==> src/rtl/mips_pkg.sv <==
// rtl/mips_pkg.sv - shared types for the posted-write buffer
// Purpose: drain state enum and FIFO entry layout used by avalon_write_buffer and wb_fifo.
// Ports: none (package).
package mips_pkg;

  localparam int ADDR_W = 32;
  localparam int DATA_W = 32;
  localparam int BE_W   = 4;

  typedef enum logic {
    IDLE  = 1'b0,
    DRAIN = 1'b1
  } wb_state_t;

  typedef struct packed {
    logic [ADDR_W-1:0] address;
    logic [BE_W-1:0]   byteenable;
    logic [DATA_W-1:0] writedata;
  } wb_entry_t;

endpackage

==> src/rtl/wb_fifo.sv <==
// rtl/wb_fifo.sv - posted-write FIFO storage and pointers
// Purpose: DEPTH-entry circular buffer of write entries with head/tail pointers and occupancy count.
// Ports:
//   clk, reset          clock, asynchronous active-low reset (clears pointers and count)
//   push, push_entry    enqueue request and entry (ignored when full)
//   pop                 retire head entry (ignored when empty)
//   head_entry          entry at the head pointer
//   count, empty, full  occupancy status
module wb_fifo
  import mips_pkg::*;
#(
  parameter int DEPTH = 4,
  parameter int CNT_W = $clog2(DEPTH + 1)
) (
  input  logic             clk,
  input  logic             reset,
  input  logic             push,
  input  wb_entry_t        push_entry,
  input  logic             pop,
  output wb_entry_t        head_entry,
  output logic [CNT_W-1:0] count,
  output logic             empty,
  output logic             full
);

  localparam int PTR_W = $clog2(DEPTH);

  wb_entry_t        mem [DEPTH];
  logic [PTR_W-1:0] head;
  logic [PTR_W-1:0] tail;
  logic             push_ok;
  logic             pop_ok;

  assign empty   = (count == '0);
  assign full    = (count == CNT_W'(DEPTH));
  assign push_ok = push && !full;
  assign pop_ok  = pop && !empty;

  // Storage is not reset; only the pointers decide which entries are live.
  always_ff @(posedge clk) begin
    if (push_ok) begin
      mem[tail] <= push_entry;
    end
  end

  // DEPTH is a power of two, so natural pointer overflow gives the modulo wrap.
  always_ff @(posedge clk or negedge reset) begin
    if (!reset) begin
      head  <= '0;
      tail  <= '0;
      count <= '0;
    end else begin
      if (push_ok) begin
        tail <= tail + PTR_W'(1);
      end
      if (pop_ok) begin
        head <= head + PTR_W'(1);
      end
      case ({push_ok, pop_ok})
        2'b10:   count <= count + CNT_W'(1);
        2'b01:   count <= count - CNT_W'(1);
        default: count <= count;
      endcase
    end
  end

  assign head_entry = mem[head];

endmodule

==> src/rtl/avalon_write_buffer.sv <==
// rtl/avalon_write_buffer.sv - posted-write buffer between a CPU master and a memory slave
// Purpose: accepts CPU writes into a FIFO and drains them to memory; reads pass straight
//          through when no write is pending, and otherwise stall until the FIFO empties.
// Ports:
//   clk, reset                                    clock, asynchronous active-low reset
//   s_address/s_byteenable/s_read/s_write/
//   s_writedata/s_waitrequest/s_readdata          CPU-side slave port
//   m_address/m_byteenable/m_read/m_write/
//   m_writedata/m_waitrequest/m_readdata          memory-side master port
//   wb_empty                                      high when no posted write is pending
module avalon_write_buffer
  import mips_pkg::*;
#(
  parameter int DEPTH = 4
) (
  input  logic        clk,
  input  logic        reset,
  input  logic [31:0] s_address,
  input  logic [3:0]  s_byteenable,
  input  logic        s_read,
  input  logic        s_write,
  input  logic [31:0] s_writedata,
  output logic        s_waitrequest,
  output logic [31:0] s_readdata,
  output logic [31:0] m_address,
  output logic [3:0]  m_byteenable,
  output logic        m_read,
  output logic        m_write,
  output logic [31:0] m_writedata,
  input  logic        m_waitrequest,
  input  logic [31:0] m_readdata,
  output logic        wb_empty
);

  localparam int CNT_W = $clog2(DEPTH + 1);

  wb_state_t        state;
  wb_entry_t        push_entry;
  wb_entry_t        head_entry;
  logic [CNT_W-1:0] count;
  logic             fifo_empty;
  logic             fifo_full;
  logic             push;
  logic             pop;
  logic             rd_pass;

  assign push_entry = {s_address, s_byteenable, s_writedata};

  // A full FIFO refuses the write even if the head retires this cycle.
  assign push = s_write && !fifo_full;
  assign pop  = (state == DRAIN) && !m_waitrequest;

  // Reads only pass through with nothing posted; a simultaneous write wins.
  // Gating with reset keeps the memory port quiet while reset is held.
  assign rd_pass = reset && s_read && !s_write && (state == IDLE);

  wb_fifo #(
    .DEPTH (DEPTH),
    .CNT_W (CNT_W)
  ) u_fifo (
    .clk        (clk),
    .reset      (reset),
    .push       (push),
    .push_entry (push_entry),
    .pop        (pop),
    .head_entry (head_entry),
    .count      (count),
    .empty      (fifo_empty),
    .full       (fifo_full)
  );

  // DRAIN tracks count>0; it leaves only when the last entry retires with no new write.
  always_ff @(posedge clk or negedge reset) begin
    if (!reset) begin
      state <= IDLE;
    end else begin
      case (state)
        IDLE:    if (push) state <= DRAIN;
        DRAIN:   if (pop && (count == CNT_W'(1)) && !push) state <= IDLE;
        default: state <= IDLE;
      endcase
    end
  end

  always_comb begin
    m_address    = '0;
    m_byteenable = '0;
    m_writedata  = '0;
    m_write      = 1'b0;
    m_read       = 1'b0;
    if (state == DRAIN) begin
      m_write      = 1'b1;
      m_address    = head_entry.address;
      m_byteenable = head_entry.byteenable;
      m_writedata  = head_entry.writedata;
    end else if (rd_pass) begin
      m_read       = 1'b1;
      m_address    = s_address;
      m_byteenable = s_byteenable;
    end
  end

  always_comb begin
    s_waitrequest = 1'b0;
    if (reset) begin
      if (s_write) begin
        s_waitrequest = fifo_full;
      end else if (s_read) begin
        s_waitrequest = rd_pass ? m_waitrequest : 1'b1;
      end
    end
  end

  assign s_readdata = rd_pass ? m_readdata : 32'h0;
  assign wb_empty   = fifo_empty;

endmodule
==> config.mk <==
export PLATFORM = sky130hd
export DESIGN_NAME = avalon_write_buffer
export DESIGN_NICKNAME = d
export VERILOG_FILES = /design/src/rtl/mips_pkg.sv /design/src/rtl/wb_fifo.sv /design/src/rtl/avalon_write_buffer.sv
export SDC_FILE = /design/constraint.sdc
export NUM_CORES = 1
export LEC_CHECK = 0
export ABC_AREA = 1
export CELL_PAD_IN_SITES_DETAIL_PLACEMENT = 0
export CELL_PAD_IN_SITES_GLOBAL_PLACEMENT = 1
export CORE_AREA = 2 2 148 223
export CTS_CLUSTER_SIZE = 28
export DETAILED_ROUTE_END_ITERATION = 10
export DIE_AREA = 0 0 150 225
export GPL_TIMING_DRIVEN = 0
export PLACE_DENSITY_LB_ADDON = 0.1
export SLEW_MARGIN = 10
export SYNTH_ARGS = -nofsm -noshare
export SYNTH_HDL_FRONTEND = slang
export SYNTH_SLANG_ARGS = --single-unit
==> constraint.sdc <==
create_clock -name clk -period 4.8 [get_ports clk]
set_clock_uncertainty 0.15 [all_clocks]
set_input_delay 0.48 -clock clk [delete_from_list [all_inputs] [get_ports clk]]
set_output_delay 0.48 -clock clk [all_outputs]
set_load 0.03 [all_outputs]
# After elaboration in Yosys (flattened, before gate mapping)

Memory sizes are Yosys's and may differ from the RTL's.
Cells that the tools add are included.
W data, S select, Z words.

Memories kept: 1
ROM bits: 0
Output and inout bits: 104
Latch bits: 0
Memory bits (writable): 272
Register bits: 8

Eq/ne operators: 4
Muxes and demuxes: 19
Reductions and logical operators: 16
Add/sub/neg operators: 4
Magnitude comparators: 0
Div/mod/pow operators: 0
Shift operators: 0
$mul: 0
Bitwise gates (word level): 1

Memory list:

| name       | words | width | read ports | clocked after Yosys merged registers in | wr ports | line          | text |
|---|---|---|---|---|---|---|---|
| u_fifo.mem | 4     | 68    | 1          | 0                                       | 1        | wb_fifo.sv:28 | `wb_entry_t mem [DEPTH];` |

Operators by type and width:

| kind                  | count |
|---|---|
| $mux W32              | 4 |
| $mux W1               | 11 |
| $logic_and A1 B1 Y1   | 9 |
| $mux W4               | 2 |
| $pmux W3 S2           | 1 |
| $logic_not A1 Y1      | 5 |
| $add A2 B1 Y2 const B | 2 |
| $add A3 B1 Y3 const B | 1 |
| $eq A3 B1 Y1 const B  | 1 |
| $eq A3 B3 Y1 const B  | 1 |
| $logic_not A3 Y1      | 1 |
| $sub A3 B1 Y3 const B | 1 |
| $eq A2 B1 Y1 const B  | 1 |
| $eq A2 B2 Y1 const B  | 1 |
| $pmux W1 S2           | 1 |
| $reduce_bool A2 Y1    | 1 |
| $not A1 Y1            | 1 |

# Logic depth before layout (Yosys ltp)

Gate-level depths: netlist of the first run.

Depth after elaboration: 7
Gate-level depth with buffers: 11
Gate-level depth less buffers: 11

# Hierarchy

Synthesis of the first run repeated with hierarchy kept, for this count alone.

Cells, all modules: 1125
Area total of the unflattened synthesis: 12449.4 um^2

Modules (own cells, without submodules):

| module              | instances | cells each | area an instance (um^2) |
|---|---|---|---|
| wb_fifo             | 1         | 855        | 11353.4 |
| avalon_write_buffer | 1         | 270        | 1096.1 |

# Worst setup path after synthesis of the first run

No wires, ideal clock.

Path kind: reg2reg
From: register u_fifo.count[0]
To: memory u_fifo.mem[0][0] in the netlist's numbering, enable pin
Path slack: 396 ps
Arrival: 3759 ps
Buffers on the path: 0
Cell stages (with the launch flop): 6
Path through: dfrtp_1 inv_1 ha_1 nand2_1 nand2_1 nor2_1

Cells in the longest elaborated chain, start to end: 6

RTL lines:

| element                           | line                                     | text |
|---|---|---|
| from (decl)                       | wb_fifo.sv:21                            | `output logic [CNT_W-1:0] count,` |
| from (signal assigned)            | wb_fifo.sv:60                            | `2'b10: count <= count + CNT_W'(1);` |
| from (signal assigned)            | wb_fifo.sv:61                            | `2'b01: count <= count - CNT_W'(1);` |
| from (signal assigned)            | wb_fifo.sv:62                            | `default: count <= count;` |
| $eq A3 B3 Y1 (*)                  | wb_fifo.sv:35                            | `assign full = (count == CNT_W'(DEPTH));` |
| $logic_not A1 Y1 (*)              | wb_fifo.sv:36, avalon_write_buffer.sv:50 |  |
| $logic_and A1 B1 Y1               | avalon_write_buffer.sv:50                | `assign push = s_write && !fifo_full;` |
| $logic_and A1 B1 Y1 (*)           | wb_fifo.sv:36                            | `assign push_ok = push && !full;` |
| $mux W1 (*)                       | wb_fifo.sv:41                            | `if (push_ok) begin` |
| $mux W1 (not written as such) (*) | wb_fifo.sv:42                            | `mem[tail] <= push_entry;` |
| to (decl)                         | wb_fifo.sv:28                            |  |

Mark *: on every way between the ends. The rest lies on a longest branch, timed or not.

# Worst setup path after layout of the first run

From: input reset
To: output m_address[11]

Cells in the longest elaborated chain, start to end: 5

RTL lines:

| element                           | line                      | text |
|---|---|---|
| from (decl)                       | avalon_write_buffer.sv:17 | `input logic reset,` |
| $logic_and A1 B1 Y1 (3 in series) | avalon_write_buffer.sv:55 | `assign rd_pass = reset && s_read && !s_write && (state == IDLE);` |
| $mux W32                          | avalon_write_buffer.sv:96 | `end else if (rd_pass) begin` |
| $mux W32                          | avalon_write_buffer.sv:91 | `if (state == DRAIN) begin` |
| to (decl)                         | avalon_write_buffer.sv:25 | `output logic [31:0] m_address,` |

Every way passes these cells.

==> run metrics, run 1 <==
Static Leak=5.84 nW; Sum Neg Setup Slack=0 ns; flop and latch count out of synthesis=280; post-DP HPWL=20900 µm; Yosys top cell area share=0.701; worst hold path class=input pin to async pin; FF+latch area=8370 µm²; area growth from synthesis to layout=31.9%; ANT nets after route=0; CTS tree=done; Overall Power=4.87 mW; post-synth top area cell=edfxtp_1; Syn Nets=1163; synthesized cell area=11700 µm²; vias in the first global route=7984; clk slew on worst S/H paths=0.06 ns; CORE AREA=31600 µm²; dpl cells=1679; DP Worst Slack=1.02 ns; layout cells sized above 1=0.0767; FP Rows=80; fin crit share=0.768; clock latency on the worst-skew pair=0.54 ns; final RePlAce weighted congestion=0.698; DP Area=14500 µm²; post-cts repair resize count=0; depth of the CTS H-tree=1; initial antenna violation count=0; Initial Utilization=0.368; Top Ports=209; total number of vias=8113; Root Driver=clkbuf_16; worst hold slack=0.116 ns; DRC Markers=0; Critical Path Most Common Cell=nand2_1; Area contributors post-synth=edfxtp_1 70%, nand2_1 12%, nand3_1 4.8%; Worst Path Required=4.17 ns; Worst path slowest cell=clkdlybuf4s50_1; max-slew violations=0; CTS Buffer Depth=3; area of the multi-input gates=2820 µm²; Post-Route Utilization=0.486; relative slew slack=0.529; final instance area=15400 µm²; width of the chip=150 µm; Final #Nets=1411; ant diodes=0; clk sinks=280; CTS buffer count=26; Post-Synthesis Cells=1049; Max-cap violations=0; die height=225 µm; crit-path max FO=10; Critical Path Start Type=input pin; crit path cell chain=clkdlybuf4s50_1 -> nand2_1 -> inv_1 -> nand2_1 -> inv_2 -> buf_2 -> nand2_1 -> nand2_1 -> clkdlybuf4s50_1; setup bufs post-CTS=0; Final WS setup=1.11 ns; Critical Path AT=3.06 ns; kind of critical path=input pin to output pin; sequential share of the synthesized area=0.718; fmax=271 MHz; status=completed; measured slew at the worst slew-check pin=0.706 ns; unrepaired setup endpoints after global routing=no; PwrDens=317 nW/µm²; drt total wl=30800 µm; Hold Buf Count CTS=0; final setup fails=0; # fillers=2921; Final Hold Fails=0; VDD IR max=0.000220 V; die area=33800 µm²; Tot GR Track Use=0.181; Routed wire per std cell=17.8 µm; Setup crit end kind=output pin; post-synth cell types=20; first-pass GRT wire length=46100 µm; average size of a mapped cell=11.1 µm²; max incr delay on CP=0.77 ns; warnings from Yosys=0; DRT iter0 DRCs=354; Port Buffers=208; largest net degree at the start of global routing=25; Pre-Repair DR Iteration Count=5; Non-Filler Instances=1726; vias per inst=4.70; minimum clock period=3.69 ns; GRT Residual Overflow=0
[synthesized netlist by cell type]
library cell and count:
dfrtp_1 8, a21oi_1 34, nand2_1 359, or2_2 1
nand3_1 112, xor2_1 1, buf_1 3, inv_2 2
nand4_1 1, edfxtp_1 272, nor2_1 105, buf_4 4
o21ai_1 4, o21ai_0 30, buf_6 2, inv_1 51
ha_1 9, xnor2_1 2, clkbuf_1 14, buf_2 35
[logic make-up after synthesis]
group | count (synthesis) | synth area share
compound gates | 68 | 0.0292
xor+xnor | 3 | 0.00226
fa+ha+maj | 9 | 0.00966
buf+inv | 111 | 0.0421
flops | 280 | 0.718
simple gates | 578 | 0.199
[sequential cells by signal (all words and copies together), names as in the netlist]
signal,cells
u_fifo.mem,272
u_fifo.count,3
u_fifo.head,2
u_fifo.tail,2
state,1
[layer usage]
metal	track usage	vias up	routed length (µm)
li1	-	4031	-
met1	0.212	3837	12000
met2	0.345	210	16900
met3	0.0211	35	1310
met4	0.0505	0	534
met5	0	-	0
[critical path, delay by kind of cell]
family	cells	cell delay, ns
buffers and inverters	5	2.10
AND/OR/NAND/NOR	4	0.47
[power by group]
group	internal, mW	total, mW	switching (mW)	leakage [nW]
Clock	1.11	1.99	0.873	0.402
Combinational	0.108	0.209	0.101	2.90
Sequential	2.68	2.68	0	2.54
[cell usage in the layout, fill, tap and decap left out, types with 26 or more instances in the layout]
cell / n
nand2_1: 359
edfxtp_1: 272
clkdlybuf4s50_1: 208
nand3_1: 112
nor2_1: 101
inv_1: 51
buf_2: 35
a21oi_1: 34
o21ai_0: 30
clkbuf_16: 26
[final timing paths]
| path | from | end | slack (ns) | cells after the start |
|---|---|---|---|---|
| worst max-delay path | reset | m_address[11] | 1.11 | 9 |
| worst min-delay path | reset | u_fifo.count[2] | 0.12 | 1 |
| worst max register to register | u_fifo.count[0] | u_fifo.mem[2][9] | 2.16 | 7 |
| worst min register to register | u_fifo.count[1] | u_fifo.count[1] | 0.37 | 2 |
| max in group asynchronous | reset | u_fifo.head[0] | 4.06 | 1 |
| min in group clk | u_fifo.count[1] | u_fifo.count[1] | 0.37 | 2 |
[layout make-up]
| type | count | area share |
|---|---|---|
| Clock inverter | 12 | 0.00667 |
| Clock buffer | 35 | 0.0471 |
| Inverter | 53 | 0.0129 |
| Buffer | 58 | 0.0190 |
| Timing Repair Buffer | 220 | 0.153 |
| Sequential cell | 280 | 0.544 |
| Tap cell | 410 | 0.0334 |
| Multi-Input combinational cell | 658 | 0.184 |
(Power assumes the default switching activity.)
==> run 2, diff against run 1 <==
Settings changed: CORE_AREA 2 2 148 223 to 2 2 141 212, DIE_AREA 0 0 150 225 to 0 0 143 214.
Clock period 4.8 ns to 3.4 ns, I/O delays scaled along.
==> run 2 against run 1 <==
Combinational power is 41% higher. Routed wire length is 2.9% lower. Setup slack worse by 0.97 ns. Global-route usage is 1.6 points higher. Die area is 9.3% lower. Sequential power is 41% higher. Critical path type is now flip-flop to output pin. Largest cell class unchanged. Highest routed layer unchanged.
==> run metrics, run 2 (synthesis results as in run 1) <==
status=completed; ANT nets after route=0 (unchanged); FP Rows=76 (-5.0%); DP Worst Slack=-0.124 ns (-1.14 ns); PwrDens=460 nW/µm² (+45%); VDD IR max=0.000400 V (+82%); Overall Power=7.10 mW (+46%); Max-cap violations=0 (unchanged); commonest non-fill, non-tap cells in the layout=358 x nand2_1, 272 x edfxtp_1, 206 x clkdlybuf4s50_1, 112 x nand3_1, 101 x nor2_1; kind of critical path=flip-flop to output pin; width of the chip=143 µm (-4.7%); largest net degree at the start of global routing=23 (-8.0%); Critical Path Start Type=flip-flop; final setup fails=0 (unchanged); Static Leak=5.91 nW (+1.2%); measured slew at the worst slew-check pin=0.655 ns (-0.0517 ns); final RePlAce weighted congestion=0.729 (+4.5%); post-DP HPWL=20400 µm (-2.2%); area of the multi-input gates=2830 µm² (about the same); clk sinks=280 (unchanged); Regs by FF count=u_fifo.mem: 272 flops, u_fifo.count: 3 flops; crit-path max FO=10 (unchanged); R2R setup slack=0.74 ns (-1.42 ns); Root Driver=clkbuf_16; Switching Fraction=0.198 (-0.00186); internal power=5.70 mW (+46%); die area=30600 µm² (-9.3%); Flop pwr share=0.532 (-0.017); Worst Path Required=2.91 ns (-1.26 ns); GRT Residual Overflow=0 (unchanged); worst hold slack=0.265 ns (+0.149 ns); layout cells sized above 1=0.0834 (+0.00665); DRT iter0 DRCs=346 (-2.3%); max-slew violations=0 (unchanged); Non-Filler Instances=1709 (-0.98%); vias per inst=4.79 (+1.8%); net switching power=1.41 mW (+44%); CTS Buffer Depth=3 (unchanged); Routed wire per std cell=17.5 µm (-2.0%); die height=214 µm (-4.9%); FF+latch area=8370 µm² (unchanged); Port Buffers=208 (unchanged); worst hold path class=input pin to flip-flop; Setup crit end kind=output pin; fmax=307 MHz; Final WS setup=0.143 ns (-0.969 ns); relative slew slack=0.563 (+0.0335); Post-Route Utilization=0.539 (+0.0534); CORE AREA=28600 µm² (-9.5%); Largest register FFs=272 (unchanged); ant diodes=0 (unchanged); # fillers=2497 (-15%); Tot GR Track Use=0.198 (+0.0164); dpl cells=1659 (-1.2%); Final Hold Fails=0 (unchanged); CTS buffer count=27 (+3.8%); area growth from synthesis to layout=32.5%; power share of the clock group=0.426 (+0.018); Critical Path AT=2.77 ns (-0.29 ns); clk slew on worst S/H paths=0.06 ns (about the same); Pre-Repair DR Iteration Count=6 (+1); total number of vias=8181 (+0.84%); Final #Nets=1413 (+0.14%); vias in the first global route=8271 (+3.6%); DRC Markers=0 (unchanged); Top Ports=209 (unchanged); combinational share of power=0.042 (about the same); CTS tree=done; unrepaired setup endpoints after global routing=no; clock latency on the worst-skew pair=0.54 ns (about the same); depth of the CTS H-tree=1 (unchanged); fin crit share=0.958; drt total wl=29900 µm (-2.9%); commonest non-fill, non-tap cell in the layout=nand2_1; minimum clock period=3.26 ns; first-pass GRT wire length=46200 µm (+0.25%); Largest Register=u_fifo.mem; initial antenna violation count=0 (unchanged); Initial Utilization=0.407 (+0.0387)
==> run 2: changes by cell type in the layout (fill, tap and decap cells not counted), sizes merged <==
cell | previous run | this run
bufinv | 1 | 4
clkbuf | 49 | 44
clkdlybuf4s50 | 208 | 206
clkinv | 8 | 10
dlygate4sd2 | 0 | 1
dlygate4sd3 | 0 | 1
dlymetal6s2s | 0 | 1
inv | 53 | 55
==> run 2: cell type report <==
cell class | count | area share
plain buffers | 58 | 0.0193
multi-input cells | 658 | 0.183
repair buffers | 221 | 0.153
well taps | 390 | 0.0316
clock buffers | 30 | 0.0445
inverters | 53 | 0.0130
clock inverters | 19 | 0.0135
flip-flops and latches | 280 | 0.542
==> run 2: metal layers <==
metal | wire length, µm | global-route usage
met4 | 616 | 0.0591
met3 | 1350 | 0.0266
met5 | 0 | 0
met2 | 16100 | 0.370
met1 | 11800 | 0.231
==> run 2: power groups by stage <==
stage / registers, mW / clock network (mW) / logic, mW
4_1_cts: 3.78 / 3.09 / 0.298
6_report: 3.78 / 3.03 / 0.295
3_3_place_gp: 3.85 / 0 / 0.292
2_1_floorplan: 3.86 / 0 / 0.0779
5_1_grt: 3.78 / 3.21 / 0.317
3_5_place_dp: 3.85 / 0 / 0.296
==> run 2: worst paths after layout <==
path	cells after the start	endpoint	from
worst max-delay path	7	m_writedata[1]	u_fifo.head[0]
min in group asynchronous	2	u_fifo.tail[0]	reset
worst min register to register	2	u_fifo.count[1]	u_fifo.count[1]
worst max register to register	7	u_fifo.mem[3][33]	u_fifo.count[0]
worst min-delay path	1	u_fifo.mem[0][4]	s_writedata[4]
max in group asynchronous	2	state	reset
==> run 2: critical path: stages (launching register included) <==
cell	delay, ns
dfrtp_1	0.42
inv_2	0.11
buf_6	0.17
buf_6	0.17
buf_2	0.30
o21ai_1	0.11
a21oi_1	0.22
clkdlybuf4s50_1	0.72
==> run 2: through the flow <==
stage                     cell area, µm²  TNS [ns]
after floorplan                    11700   -273.04
after detailed placement           14500     -1.32
final                              15400         0
after CTS                          15400         0
after global routing               15400         0
after global placement             14200  -1030.04
==> run 2: repair_timing <==
item,in CTS,in global routing
endpoints found under the setup margin,23,30
pin swaps,0,0
endpoints found under the hold margin,8,0
hold buffers,1,0
buffers inserted,0,0
resized for setup,2,11
==> run 3, diff against run 2 <==
Settings changed: ABC_AREA 1 to default, CORE_AREA 2 2 141 212 to 2 2 132 199, DIE_AREA 0 0 143 214 to 0 0 134 201.
==> run 3 against run 2 <==
Count of clock-buffer cells in the layout rose by 7. Clock power decreased by 4%. Register-to-register slack got worse by 0.05 ns. Highest routed layer unchanged. Critical path type unchanged. Sequential share of layout area is 2.6 points higher.
==> run metrics, run 3 <==
status=completed; warnings from Yosys=0 (unchanged); Port Buffers=208 (unchanged); clk slew on worst S/H paths=0.06 ns (about the same); Largest register FFs=272 (unchanged); DRT iter0 DRCs=297 (-14%); total number of vias=5876 (-28%); FP Rows=72 (-5.3%); largest net degree at the start of global routing=39 (+70%); Final WS setup=0.125 ns (-0.0177 ns); fin crit share=0.963 (+0.00521); post-synth cell types=29 (+45%); RR Endpoint=u_fifo.mem[0][11]; ys async rst share=0.0286 (unchanged); Most used DFF post-synth=edfxtp_1; CTS tree=done; Post-synth EDFFs=272 (unchanged); final setup fails=0 (unchanged); drt total wl=23800 µm (-20%); Final Hold Fails=0 (unchanged); CP Launch Point=u_fifo.count[0]; Critical R2R Launch=u_fifo.count[0]; DP Worst Slack=-0.0979 ns (+0.0259 ns); most frequent cells after synthesis=272 x edfxtp_1, 68 x and2_1, 60 x mux4_2, 36 x a22o_1; vias per inst=5.27 (+10%); Max-cap violations=0 (unchanged); DRC Markers=0 (unchanged); initial antenna violation count=1 (+1); CTS buffer count=26 (-3.7%); Regs by FF count=u_fifo.mem: 272 flops, u_fifo.count: 3 flops; PwrDens=904 nW/µm² (+97%); layout cells sized above 1=0.164 (+0.0807); R2R cell count=5 (-2); Initial Utilization=0.442 (+0.0348); Area contributors post-synth=edfxtp_1 73%, mux4_2 12%, and2_1 3.8%; post-DP HPWL=15000 µm (-26%); ANT nets after route=0 (unchanged); worst hold path class=input pin to flip-flop; die area=26900 µm² (-12%); Critical Path AT=2.78 ns (about the same); Top Ports=209 (unchanged); measured slew at the worst slew-check pin=0.672 ns (+0.0177 ns); Tot GR Track Use=0.176 (-0.0217); final RePlAce weighted congestion=0.717 (-1.7%); Worst Path Required=2.91 ns (about the same); average size of a mapped cell=21.5 µm² (+93%); CTS Buffer Depth=3 (unchanged); synthesized cell area=11200 µm² (-4.0%); flop and latch count out of synthesis=280 (unchanged); Worst path slowest cell=clkdlybuf4s50_1; width of the chip=134 µm (-6.3%); first-pass GRT wire length=36300 µm (-21%); Largest Register=u_fifo.mem; max-slew violations=0 (unchanged); Critical Path End=s_waitrequest; count leader, synth=edfxtp_1; fmax=305 MHz (-0.54%); crit-path max FO=8 (-2); CORE AREA=25300 µm² (-12%); Critical Path Most Common Cell=inv_1; Post-Route Utilization=0.582 (+0.0430); Critical Path Start Type=flip-flop; Setup crit end kind=output pin; die height=201 µm (-6.1%); vias in the first global route=6426 (-22%); Pre-Repair DR Iteration Count=4 (-2); relative slew slack=0.552 (-0.0108); Final #Nets=876 (-38%); max incr delay on CP=0.59 ns (-0.13 ns); clock latency on the worst-skew pair=0.52 ns (-0.02 ns); sequential share of the synthesized area=0.748 (+0.0300); Sum Neg Setup Slack=0 ns (unchanged); area growth from synthesis to layout=31.8%; crit path cell chain=inv_1 -> ha_1 -> a21boi_1 -> inv_1 -> and3_1 -> clkdlybuf4s50_1; Routed wire per std cell=21.3 µm (+22%); Static Leak=5.41 nW (-8.5%); post-synth top area cell=edfxtp_1; Root Driver=clkbuf_16; # fillers=1900 (-24%); R2R setup slack=0.69 ns (-0.05 ns); clk sinks=280 (unchanged); Yosys top cell area share=0.730 (+0.0292); minimum clock period=3.27 ns (+0.0177 ns); Post-Synthesis Cells=521 (-50%); commonest non-fill, non-tap cell in the layout=edfxtp_1; Syn Nets=635 (-45%); GRT Residual Overflow=0 (unchanged); commonest non-fill, non-tap cells in the layout=272 x edfxtp_1, 168 x clkdlybuf4s50_1, 64 x and2_1, 60 x mux4_2, 36 x a22o_1; depth of the CTS H-tree=1 (unchanged); kind of critical path=flip-flop to output pin; worst hold slack=0.299 ns (+0.0337 ns); VDD IR max=0.000528 V (+32%)
## run 3: cell count changes after synthesis, sizes merged, moves of 2 or more
cell and delta:
nand2 -356, nand3 -112, nor2 -104, and2 +68, mux4 +68, inv -47
a22o +36, a21oi -34, o21ai -31, buf -23, clkbuf -3, xnor2 +2
## run 3: routing by layer
layer  vias up  part of all wire  track usage  routed length (µm)
met1      3028              0.39        0.216                9330
li1       2614                 -            -                   -
met4         0             0.020       0.0521                 469
met5         -                 0            0                   0
met3        32             0.062       0.0346                1480
met2       202              0.53        0.313               12500
## run 3: how the worst min path moves through the flow
stage                    start                 to  slack, ns  cells past startpoint
2_1_floorplan            reset              state      -0.11                      0
3_3_place_gp   u_fifo.count[2]    u_fifo.count[2]       0.35                      1
3_5_place_dp   u_fifo.count[2]    u_fifo.count[2]       0.38                      1
4_1_cts         s_writedata[5]   u_fifo.mem[1][5]       0.28                      1
5_1_grt        s_writedata[23]  u_fifo.mem[1][23]       0.29                      1
6_report       s_writedata[24]  u_fifo.mem[1][24]       0.30                      1
## run 3: timing repair
item	4_1_cts	5_1_grt
buffers inserted	0	0
endpoints found under the hold margin	8	0
setup endpoints to repair	44	37
hold buffers	1	0
gates resized for setup	13	31
## run 3: kinds of logic after synthesis
family                   share of synthesized area
adder cells (fa/ha/maj)                     0.0101
AND/OR/NAND/NOR                             0.0436
flip-flops                                   0.748
buffers and inverters                       0.0221
multiplexers                                 0.140
XOR/XNOR                                   0.00470
AO/OA/AOI/OAI                               0.0309
## run 3: metrics by stage
stage | cell area (µm²) | total power, mW | std cells
floorplan | 11200 | 8.46 | 521
global placement | 13700 | 10.6 | 1062
detailed placement | 13800 | 10.7 | 1066
CTS | 14700 | 13.5 | 1113
global route | 14700 | 13.9 | 1114
finish | 14700 | 13.3 | 1114
## run 3: where the power goes
| part | switching, mW | internal, mW | total [mW] |
|---|---|---|---|
| registers | 0.152 | 4.55 | 4.70 |
| clock network | 1.17 | 1.74 | 2.91 |
| logic | 3.15 | 2.57 | 5.73 |
| total | 4.47 | 8.86 | 13.3 |
## run 3: worst max-delay path, delay by kind of cell, from the launching register on
kind            cells  cell delay, ns
flops               1            0.43
buf+inv             3            0.89
fa+ha+maj           1            0.23
simple gates        1            0.22
compound gates      1            0.49
## run 3: layout make-up
class                   instances  area [µm²]  area share
flip-flops and latches        280        8370       0.568
diodes                          1        2.50    0.000170
well taps                     333         417      0.0283
repair buffers                213        2260       0.153
clock buffers                  37         743      0.0504
clock inverters                 9         120     0.00815
plain buffers                  32         230      0.0156
multi-input cells             203        2580       0.175
inverters                       6        22.5     0.00153
